## config.mk

```make
export PLATFORM = sky130hd
export DESIGN_NAME = sweep_seq_ctrl
export DESIGN_NICKNAME = d
export VERILOG_FILES = /design/src/rtl/sweep_seq_pkg.sv /design/src/rtl/sweep_result_buf.sv /design/src/rtl/sweep_seq_ctrl.sv
export SDC_FILE = /design/constraint.sdc
export NUM_CORES = 1
export LEC_CHECK = 0
export CORE_ASPECT_RATIO = 0.75
export CORE_UTILIZATION = 45
export CTS_CLUSTER_SIZE = 30
export DETAILED_ROUTE_END_ITERATION = 10
export GPL_ROUTABILITY_DRIVEN = 1
export GPL_TIMING_DRIVEN = 0
export PLACE_DENSITY = 0.69
export SETUP_SLACK_MARGIN = 0.1
export SYNTH_ARGS = -nofsm -noshare
export SYNTH_HDL_FRONTEND = slang
export SYNTH_SLANG_ARGS = --single-unit
```

## constraint.sdc

```tcl
create_clock -name clk_i -period 9 [get_ports clk_i]
set_clock_uncertainty 0.1 [all_clocks]
set_input_delay 0.9 -clock clk_i [delete_from_list [all_inputs] [get_ports clk_i]]
set_output_delay 0.9 -clock clk_i [all_outputs]
set_load 0.01 [all_outputs]
```

## src/rtl/sweep_seq_pkg.sv

```systemverilog
// Shared types and helpers for the sweep sequencer.
// The SWEEP_HEADER_EN macro adds the three framing-byte states to the state enum.
package sweep_seq_pkg;

   typedef enum logic [3:0] {
      ST_IDLE,
      ST_DAC_WR,
      ST_DAC_WAIT,
      ST_SETTLE,
      ST_ADC_CONV,
      ST_ADC_WAIT,
      ST_STORE,
`ifdef SWEEP_HEADER_EN
      ST_HDR_SYNC0,
      ST_HDR_SYNC1,
      ST_HDR_COUNT,
`endif
      ST_TX_MSB,
      ST_TX_LSB,
      ST_DONE
   } sweep_state_e;

   // Each transmitted byte goes through load, one-cycle pulse, then wait for done.
   typedef enum logic [1:0] {
      TXP_LOAD,
      TXP_PULSE,
      TXP_WAIT
   } tx_phase_e;

   localparam logic [7:0] HDR_SYNC0 = 8'hA5;
   localparam logic [7:0] HDR_SYNC1 = 8'h5A;

   // Bits needed to index n items (at least one bit).
   function automatic int idx_width(input int n);
      return (n <= 1) ? 1 : $clog2(n);
   endfunction

   // Bits needed to hold the values 0..n.
   function automatic int cnt_width(input int n);
      return (n < 1) ? 1 : $clog2(n + 1);
   endfunction

endpackage

```

## src/rtl/sweep_result_buf.sv

```systemverilog
// Result buffer for the sweep sequencer: one write port, one registered read port.
// Contents are never reset.
module sweep_result_buf
   import sweep_seq_pkg::*;
#(
   parameter int Width = 12,
   parameter int Depth = 64,
   parameter int AddrW = idx_width(Depth)
) (
   input  logic             clk_i,
   input  logic             wr_en_i,
   input  logic [AddrW-1:0] wr_addr_i,
   input  logic [Width-1:0] wr_data_i,
   input  logic [AddrW-1:0] rd_addr_i,
   output logic [Width-1:0] rd_data_o
);

   logic [Width-1:0] mem [Depth];
   logic [Width-1:0] rd_data_q;
   logic [Width-1:0] rd_data_d;

   // Synchronous write of one result word.
   always_ff @(posedge clk_i) begin
      if (wr_en_i) begin
         mem[wr_addr_i] <= wr_data_i;
      end
   end

   // Array lookup for the read port; registered below.
   always_comb begin
      rd_data_d = mem[rd_addr_i];
   end

   // Read data register so the word is stable a cycle after the address.
   always_ff @(posedge clk_i) begin
      rd_data_q <= rd_data_d;
   end

   assign rd_data_o = rd_data_q;

endmodule

```

## src/rtl/sweep_seq_ctrl.sv

```systemverilog
// Sweep sequencer: steps the DAC through NumPoints codes, averages NumCh ADC
// channels per point into the result buffer, then streams the buffer to the
// UART as MSB/LSB byte pairs. Defining SWEEP_HEADER_EN prefixes the stream
// with 0xA5, 0x5A and the word count.
module sweep_seq_ctrl
   import sweep_seq_pkg::*;
#(
   parameter int NumPoints    = 32,
   parameter int NumCh        = 2,
   parameter int AvgLog2      = 2,
   parameter int DataWidth    = 12,
   parameter int SettleCycles = 100
) (
   input  logic                          clk_i,
   input  logic                          rst_i,
   input  logic                          start_i,
   input  logic                          abort_i,
   output logic                          dac_start_o,
   output logic [idx_width(NumPoints)-1:0] dac_idx_o,
   input  logic                          dac_done_i,
   output logic                          adc_start_o,
   output logic [idx_width(NumCh)-1:0]   adc_ch_o,
   input  logic                          adc_done_i,
   input  logic [DataWidth-1:0]          adc_data_i,
   output logic                          tx_start_o,
   output logic [7:0]                    tx_data_o,
   input  logic                          tx_done_i,
   output logic                          busy_o,
   output logic                          eos_o
);

   localparam int Depth = NumPoints * NumCh;
   localparam int PW    = idx_width(NumPoints);
   localparam int CW    = idx_width(NumCh);
   localparam int AW    = idx_width(Depth);
   localparam int SW    = idx_width(1 << AvgLog2);
   localparam int TW    = cnt_width(SettleCycles);
   localparam int AccW  = DataWidth + AvgLog2;

   localparam logic [PW-1:0] LastPoint  = PW'(NumPoints - 1);
   localparam logic [CW-1:0] LastCh     = CW'(NumCh - 1);
   localparam logic [SW-1:0] LastSample = SW'((1 << AvgLog2) - 1);
   localparam logic [AW-1:0] LastAddr   = AW'(Depth - 1);
   localparam logic [TW-1:0] LastSettle = TW'(SettleCycles - 1);
`ifdef SWEEP_HEADER_EN
   localparam logic [7:0]    HdrCount   = 8'(Depth);
   localparam sweep_state_e  FirstTx    = ST_HDR_SYNC0;
`else
   localparam sweep_state_e  FirstTx    = ST_TX_MSB;
`endif

   sweep_state_e   state_q, state_d;
   tx_phase_e      tx_phase_q, tx_phase_d;
   logic [PW-1:0]  p_q, p_d;
   logic [CW-1:0]  c_q, c_d;
   logic [SW-1:0]  s_q, s_d;
   logic [TW-1:0]  settle_q, settle_d;
   logic [AccW-1:0] acc_q, acc_d;
   logic [AW-1:0]  wptr_q, wptr_d;
   logic [AW-1:0]  addr_q, addr_d;
   logic [7:0]     tx_data_q, tx_data_d;

   logic                 wr_en;
   logic [DataWidth-1:0] wr_data;
   logic [DataWidth-1:0] rd_data;
   logic                 is_tx;
   logic [7:0]           tx_byte;
   sweep_state_e         tx_next;
   logic                 kill;

   sweep_result_buf #(
      .Width (DataWidth),
      .Depth (Depth),
      .AddrW (AW)
   ) u_buf (
      .clk_i     (clk_i),
      .wr_en_i   (wr_en),
      .wr_addr_i (wptr_q),
      .wr_data_i (wr_data),
      .rd_addr_i (addr_d),
      .rd_data_o (rd_data)
   );

   // Next-state, counter and buffer-port logic; abort overrides everything at the end.
   always_comb begin
      state_d    = state_q;
      tx_phase_d = tx_phase_q;
      p_d        = p_q;
      c_d        = c_q;
      s_d        = s_q;
      settle_d   = settle_q;
      acc_d      = acc_q;
      wptr_d     = wptr_q;
      addr_d     = addr_q;
      tx_data_d  = tx_data_q;
      wr_en      = 1'b0;
      wr_data    = DataWidth'(acc_q >> AvgLog2);
      is_tx      = 1'b0;
      tx_byte    = 8'h00;
      tx_next    = ST_IDLE;

      case (state_q)
         ST_IDLE: begin
            if (start_i) begin
               state_d = ST_DAC_WR;
               p_d     = '0;
               c_d     = '0;
               s_d     = '0;
               acc_d   = '0;
               wptr_d  = '0;
               addr_d  = '0;
            end
         end
         ST_DAC_WR: begin
            state_d = ST_DAC_WAIT;
         end
         ST_DAC_WAIT: begin
            if (dac_done_i) begin
               state_d  = ST_SETTLE;
               settle_d = '0;
            end
         end
         ST_SETTLE: begin
            if (settle_q == LastSettle) begin
               state_d = ST_ADC_CONV;
            end else begin
               settle_d = settle_q + 1'b1;
            end
         end
         ST_ADC_CONV: begin
            state_d = ST_ADC_WAIT;
         end
         ST_ADC_WAIT: begin
            if (adc_done_i) begin
               acc_d = acc_q + AccW'(adc_data_i);
               if (s_q == LastSample) begin
                  state_d = ST_STORE;
               end else begin
                  s_d     = s_q + 1'b1;
                  state_d = ST_ADC_CONV;
               end
            end
         end
         ST_STORE: begin
            wr_en  = 1'b1;
            acc_d  = '0;
            s_d    = '0;
            wptr_d = wptr_q + 1'b1;
            if (c_q != LastCh) begin
               c_d     = c_q + 1'b1;
               state_d = ST_ADC_CONV;
            end else if (p_q != LastPoint) begin
               c_d     = '0;
               p_d     = p_q + 1'b1;
               state_d = ST_DAC_WR;
            end else begin
               addr_d  = '0;
               state_d = FirstTx;
            end
         end
`ifdef SWEEP_HEADER_EN
         ST_HDR_SYNC0: begin
            is_tx   = 1'b1;
            tx_byte = HDR_SYNC0;
            tx_next = ST_HDR_SYNC1;
         end
         ST_HDR_SYNC1: begin
            is_tx   = 1'b1;
            tx_byte = HDR_SYNC1;
            tx_next = ST_HDR_COUNT;
         end
         ST_HDR_COUNT: begin
            is_tx   = 1'b1;
            tx_byte = HdrCount;
            tx_next = ST_TX_MSB;
         end
`endif
         ST_TX_MSB: begin
            is_tx   = 1'b1;
            tx_byte = 8'(rd_data >> 8);
            tx_next = ST_TX_LSB;
         end
         ST_TX_LSB: begin
            is_tx   = 1'b1;
            tx_byte = rd_data[7:0];
            tx_next = (addr_q == LastAddr) ? ST_DONE : ST_TX_MSB;
         end
         ST_DONE: begin
            state_d = ST_IDLE;
         end
         default: begin
            state_d = ST_IDLE;
         end
      endcase

      if (is_tx) begin
         case (tx_phase_q)
            TXP_LOAD: begin
               tx_data_d  = tx_byte;
               tx_phase_d = TXP_PULSE;
            end
            TXP_PULSE: begin
               tx_phase_d = TXP_WAIT;
            end
            default: begin
               if (tx_done_i) begin
                  tx_phase_d = TXP_LOAD;
                  state_d    = tx_next;
                  if ((state_q == ST_TX_LSB) && (tx_next == ST_TX_MSB)) begin
                     addr_d = addr_q + 1'b1;
                  end
               end
            end
         endcase
      end

      if (abort_i) begin
         state_d    = ST_IDLE;
         tx_phase_d = TXP_LOAD;
         acc_d      = '0;
         s_d        = '0;
         wr_en      = 1'b0;
      end
   end

   // State and datapath registers with synchronous reset.
   always_ff @(posedge clk_i) begin
      if (rst_i) begin
         state_q    <= ST_IDLE;
         tx_phase_q <= TXP_LOAD;
         p_q        <= '0;
         c_q        <= '0;
         s_q        <= '0;
         settle_q   <= '0;
         acc_q      <= '0;
         wptr_q     <= '0;
         addr_q     <= '0;
         tx_data_q  <= '0;
      end else begin
         state_q    <= state_d;
         tx_phase_q <= tx_phase_d;
         p_q        <= p_d;
         c_q        <= c_d;
         s_q        <= s_d;
         settle_q   <= settle_d;
         acc_q      <= acc_d;
         wptr_q     <= wptr_d;
         addr_q     <= addr_d;
         tx_data_q  <= tx_data_d;
      end
   end

   // Reset or abort in the current cycle silences every pulse output.
   assign kill        = abort_i | rst_i;
   assign dac_start_o = (state_q == ST_DAC_WR) & ~kill;
   assign adc_start_o = (state_q == ST_ADC_CONV) & ~kill;
   assign tx_start_o  = is_tx & (tx_phase_q == TXP_PULSE) & ~kill;
   assign eos_o       = (state_q == ST_DONE) & ~kill;
   assign busy_o      = (state_q != ST_IDLE);
   assign dac_idx_o   = p_q;
   assign adc_ch_o    = c_q;
   assign tx_data_o   = tx_data_q;

endmodule
```

---- Word-level counts from Yosys, hierarchy flattened ----
Memories as Yosys holds them, arrays and structs flattened. A register that Yosys moved wholly into a read port is not among the register bits.
Cells that the tools add are included.
word-level totals
  bits in registers ....................... 55
  latch bits .............................. 0
  memory bits (writable) .................. 768
  memory bits (read-only) ................. 0
  input port bits ......................... 19
  output and inout bits ................... 19
  word-level logic and storage cells ...... 114
  memories kept ........................... 1
memories
  memory     words  width  rd ports  clocked after Yosys merged registers in  wr ports  line                    RTL
  u_buf.mem  64     12     1         1                                        1         sweep_result_buf.sv:18  logic [Width-1:0] mem [Depth];
cells by class
  add/subtract/negate cells ............... 7
  multipliers ............................. 0
  divide/modulo/power cells ............... 0
  order comparisons ....................... 0
  equality and inequality tests ........... 22
  shift operators ......................... 0
  multiplexer cells ....................... 49
  bitwise operators ....................... 7
  reduce and logical (&&, ||, !) cells .... 18
operators with widths
  cell                 number
  $mux 6               8
  $pmux 14 s3          1
  $mux 4               8
  $pmux 4 s8           1
  $mux 14              2
  $pmux 6 s2           2
  $eq 4x3->1 const B   5
  $pmux 8 s2           1
  $mux 5               3
  $add 14x12->14       1
  $mux 7               2
  $ne 2x2->1 const B   7
  $pmux 7 s2           1
  $add 6x1->6 const B  2
  $mux 2               5
  $pmux 5 s2           1
  $eq 4x2->1 const B   2
  $eq 4x4->1 const B   2
  $mux 1               8
  $pmux 4 s2           1
  $reduce_and 4->1     2
  $add 7x1->7 const B  1
  $eq 7x7->1 const B   1
  $eq 6x6->1 const B   1
  23 further kinds     35

---- Longest topological paths before layout ----
  depth after elaboration ................. 9
  depth in mapped cells ................... 14
  mapped depth without buffers ............ 11

---- Hierarchy ----
From an unflattened synthesis, not the netlist that was laid out.
second synthesis, totals
  cell total of the unflattened synthesis .. 1746
  area total of the unflattened synthesis .. 33164.3 um2
modules (own cells, without submodules)
  module            instances  cells an instance  area an instance (um2)  sequential area each (um2)
  sweep_result_buf  1          1339               29851.1                 23302.3
  sweep_seq_ctrl    1          407                3313.2                  1101.1

---- Least setup slack after synthesis ----
No wires, ideal clock.
  kind .................................... register to register
  start ................................... reg acc_q[2]
  end ..................................... reg acc_q[13]
  setup time .............................. 134 ps
  arrival time ............................ 3057 ps
  required time ........................... 8766 ps
  setup slack ............................. 5709 ps
  stages on the path, launching flop included .. 9
  buffers on the path ..................... 0
  period minus slack after synthesis ...... 3291 ps
  path through ............................ dfxtp_1 > ha_1 > a21o_1 > a21o_1 > a31o_2 > a41o_1 > o41ai_1 > mux2i_1 > a211oi_1
between the ends
  word-level cells in the longest chain between the ends .. 3
ends and longest elaborated chain
  what                    line                   RTL
  start, declared         sweep_seq_ctrl.sv:58   logic [AccW-1:0] acc_q, acc_d;
  start signal, assigned  sweep_seq_ctrl.sv:235  acc_q <= '0;
  start signal, assigned  sweep_seq_ctrl.sv:246  acc_q <= acc_d;
  $add 14x12->14          sweep_seq_ctrl.sv:135  acc_d = acc_q + AccW'(adc_data_i);
  $mux 14                 sweep_seq_ctrl.sv:134  if (adc_done_i) begin
  $pmux 14 s3             sweep_seq_ctrl.sv:102  case (state_q)
Every way passes these cells. The select of a mux whose other input is x is not followed.
A chain may end at the register's enable or synchronous reset.

---- Worst setup path after layout ----
  start ................................... reg addr_q[0]
  end ..................................... reg u_buf.rd_data_q[6], in the netlist u_buf.rd_data_o[6] (read register of u_buf.mem)
between the ends
  word-level cells in the longest chain between the ends .. 9
  elaborated cells on any way between the ends .. 14
  classes of those cells .................. add/sub (1); eq/ne (2); mux (10); reduce/logical (1)
ends and longest elaborated chain
  what                    line                    RTL
  start, declared         sweep_seq_ctrl.sv:60    logic [AW-1:0] addr_q, addr_d;
  start signal, assigned  sweep_seq_ctrl.sv:248   addr_q <= addr_d;
  $eq 6x6->1              sweep_seq_ctrl.sv:186   tx_next = (addr_q == LastAddr) ? ST_DONE : ST_TX_MSB;
  $mux 4                  sweep_seq_ctrl.sv:186
  $pmux 4 s2              sweep_seq_ctrl.sv:102
  $eq 4x3->1              sweep_seq_ctrl.sv:209   if ((state_q == ST_TX_LSB) && (tx_next == ST_TX_MSB)) begin
  $logic_and 1x1->1       sweep_seq_ctrl.sv:209
  $mux 6                  sweep_seq_ctrl.sv:209
  $mux 6                  sweep_seq_ctrl.sv:206   if (tx_done_i) begin
  $mux 6                  sweep_seq_ctrl.sv:197   case (tx_phase_q)
  $mux 6 (*)              sweep_seq_ctrl.sv:196   if (is_tx) begin
  end, declared           sweep_result_buf.sv:19  logic [Width-1:0] rd_data_q;
Every way passes the cells marked *; elsewhere a longest branch is shown, timed or not.

==> results_dict.tcl <==
set metrics [dict create \
    yosysTopAreaCellShare_pct 67.1 \
    fin_tns_setup_ns 0 \
    yosysMostFrequentCell "edfxtp_1" \
    syn_avg_cell_area_sq_um 13.8 \
    cts_made_buffers 76 \
    die_y_microns 241 \
    drive_gt1_share_pct 7.61 \
    max_clock_freq_mhz 194 \
    cts_tree "yes" \
    grtUsageTotal_pct 25.9 \
    final_cell_area_sq_mm 0.0386 \
    pwr-share-seq_pct 56.2 \
    setup_viol 0 \
    power.switching_mw 1.45 \
    multi_input_area_sq_mm 0.00913 \
    cts-root-buf "clkbuf_16" \
    nFillCells 6290 \
    dieArea_sq_mm 0.0775 \
    placed_area_sq_mm 0.0362 \
    final_antenna_net_count 0 \
    hold_viol_final 0 \
    antenna_found_initial 0 \
    wl_per_cell_microns 27.1 \
    p_int_mw 5.97 \
    critPathRequiredTime_ns 9.36 \
    path_clk_slew_ns 0.07 \
    cts_hold_buffers 0 \
    dr.pass1.iters 7 \
    overflow 0 \
    drt-initial-drc-count 3334 \
    fp-row-count 87 \
    grt_pass1_vias 22460 \
    vias 23436 \
    worstHoldPathType "reg2reg" \
    path_class "reg2reg" \
    cts_setup_buffers 0 \
    async_flop_share_pct 0 \
    hold-worst-slack_ns 0.380 \
    synth_seq_area_share_pct 71.0 \
    crit_arrival_ns 5.52 \
    floorplan.die.width_microns 321 \
    slew_viol_final 0 \
    comb_power_share_pct 0.7 \
    clock_latency_ns 0.63 \
    ys_types 81 \
    diodes 0 \
    drt-total-wl_microns 100000 \
    status "finished clean" \
    power.leakage_nw 13.1 \
    viasPerCell 6.35 \
    htreeDepth 3 \
    gp_congestion 0.961 \
    dp_hpwl_microns 66300 \
    relSlewSlack_pct 11.2 \
    timing_worst_slew_pin_value_ns 1.33 \
    drc 0 \
    numClockSinks 835 \
    period_share_pct 57.3 \
    synth_cells 2488 \
    synth-edff-count 768 \
    syn_area_sq_mm 0.0344 \
    grt_pass1_wl_microns 147000 \
    start_kind "flop" \
    synth-main-ff-cell "edfxtp_1" \
    final_nets 2647 \
    cp_max_fo 10 \
    start_util_pct 45.6 \
    post-synth-top-area-cell "edfxtp_1" \
    synth_area_leaders "edfxtp_1, dfxtp_1, and3_1" \
    drv_cap 0 \
    peakVddDrop_v 0.000149 \
    netSwitchingFraction_pct 19.6 \
    grt_max_degree 67 \
    seqCellArea_sq_mm 0.0244 \
    power_density_mw_per_mm2 192 \
    boundaryPins 38 \
    clock_path_buffers 3 \
    post_cts_resized 0 \
    end_kind "flop" \
    synth_common_cells "edfxtp_1, nand2_1, and3_1, clkbuf_1, nor2_1" \
    syn_nets 2526 \
    core_sq_mm 0.0753 \
    clkPwrFrac_pct 43.2 \
    port_buffers 36 \
    ys_ff_latch 835 \
    syn_to_final_growth_pct 12.3 \
    rsz0062_at_grt "false" \
    yosysWarningCount 0 \
    min_period_ns 5.16 \
]
[stage by stage]
stage	setup WS [ns]	utilization [%]	instances	power [mW]
finish	3.84	51.2	3692	7.42
detailed placement	3.59	48.0	3554	4.30
floorplan	5.71	-	2488	4.28
global placement	3.61	47.8	3547	4.30
global route	3.86	51.2	3692	7.58
CTS	4.16	51.2	3692	7.43
[final cells by class]
class,count,share of cell area (%)
Timing Repair Buffer,43,1.34
Clock inverter,40,0.898
Sequential cell,835,63.3
Inverter,9,0.0876
Clock buffer,98,5.31
Buffer,189,2.02
Tap cell,1023,3.32
Multi-Input combinational cell,1455,23.7
[kinds of logic (layout without fill, tap and decap cells)]
group	Yosys count	count (layout)	share of synthesized area (%)
buffers and inverters	198	379	2.37
adder cells (fa/ha/maj)	19	19	0.714
flip-flops	835	835	71.0
multiplexers	75	75	2.20
AO/OA/AOI/OAI	589	589	12.2
XOR/XNOR	18	18	0.459
AND/OR/NAND/NOR	754	754	11.0
[flip-flops by register name, summed over array words and instances (netlist names)]
register / flops
s_q: 2
adc_ch_o: 1
settle_q: 7
u_buf.rd_data_o: 12
dac_idx_o: 5
tx_phase_q: 2
addr_q: 6
tx_data_o: 8
acc_q: 14
u_buf.mem: 768
state_q: 4
wptr_q: 6
[worst max-delay path: stages (launching register included)]
cell and delay [ns]:
dfxtp_1 0.50, ha_1 0.19, buf_2 0.18, nand4_1 0.13, o211ai_1 0.30, clkbuf_1 0.45, o21ai_2 0.31, o21ai_0 1.08
clkbuf_1 0.48, a32oi_1 0.19, a31oi_1 0.85, nand4_1 0.22
[placed cells by master (no fill, tap or decap), types with 67 or more instances in the layout]
cell,count
clkbuf_1,147
and3_1,154
a32oi_1,70
a21oi_1,121
a211oi_1,121
mux2i_1,72
clkbuf_16,79
nand2_1,252
nand3_1,67
nor2_1,126
edfxtp_1,768
[power groups by stage]
| stage | logic, mW | registers, mW | clock network (mW) |
|---|---|---|---|
| after global routing | 0.0517 | 4.16 | 3.37 |
| after floorplan | 0.0257 | 4.25 | 0 |
| after global placement | 0.0451 | 4.25 | 0 |
| final | 0.0484 | 4.17 | 3.21 |
| after CTS | 0.0468 | 4.17 | 3.22 |
| after detailed placement | 0.0466 | 4.25 | 0 |
[routing by layer]
| layer | wire [microns] | GRT usage, % | up-vias |
|---|---|---|---|
| met5 | 0 | 0 | - |
| met1 | 41700 | 37.6 | 11706 |
| met4 | 3230 | 9.05 | 0 |
| met3 | 11800 | 6.00 | 218 |
| met2 | 43300 | 38.2 | 1426 |
| li1 | - | - | 10086 |
[final timing paths]
check / cells after the start / endpoint / slack [ns] / from
worst max-delay path: 11 / u_buf.rd_data_o[6] / 3.84 / addr_q[0]
worst min-delay path: 2 / tx_data_o[6] / 0.38 / tx_data_o[6]
worst min register to register: 2 / tx_data_o[6] / 0.38 / tx_data_o[6]
worst max register to register: 11 / u_buf.rd_data_o[6] / 3.84 / addr_q[0]
No activity file was read; power rests on OpenSTA's default activity.
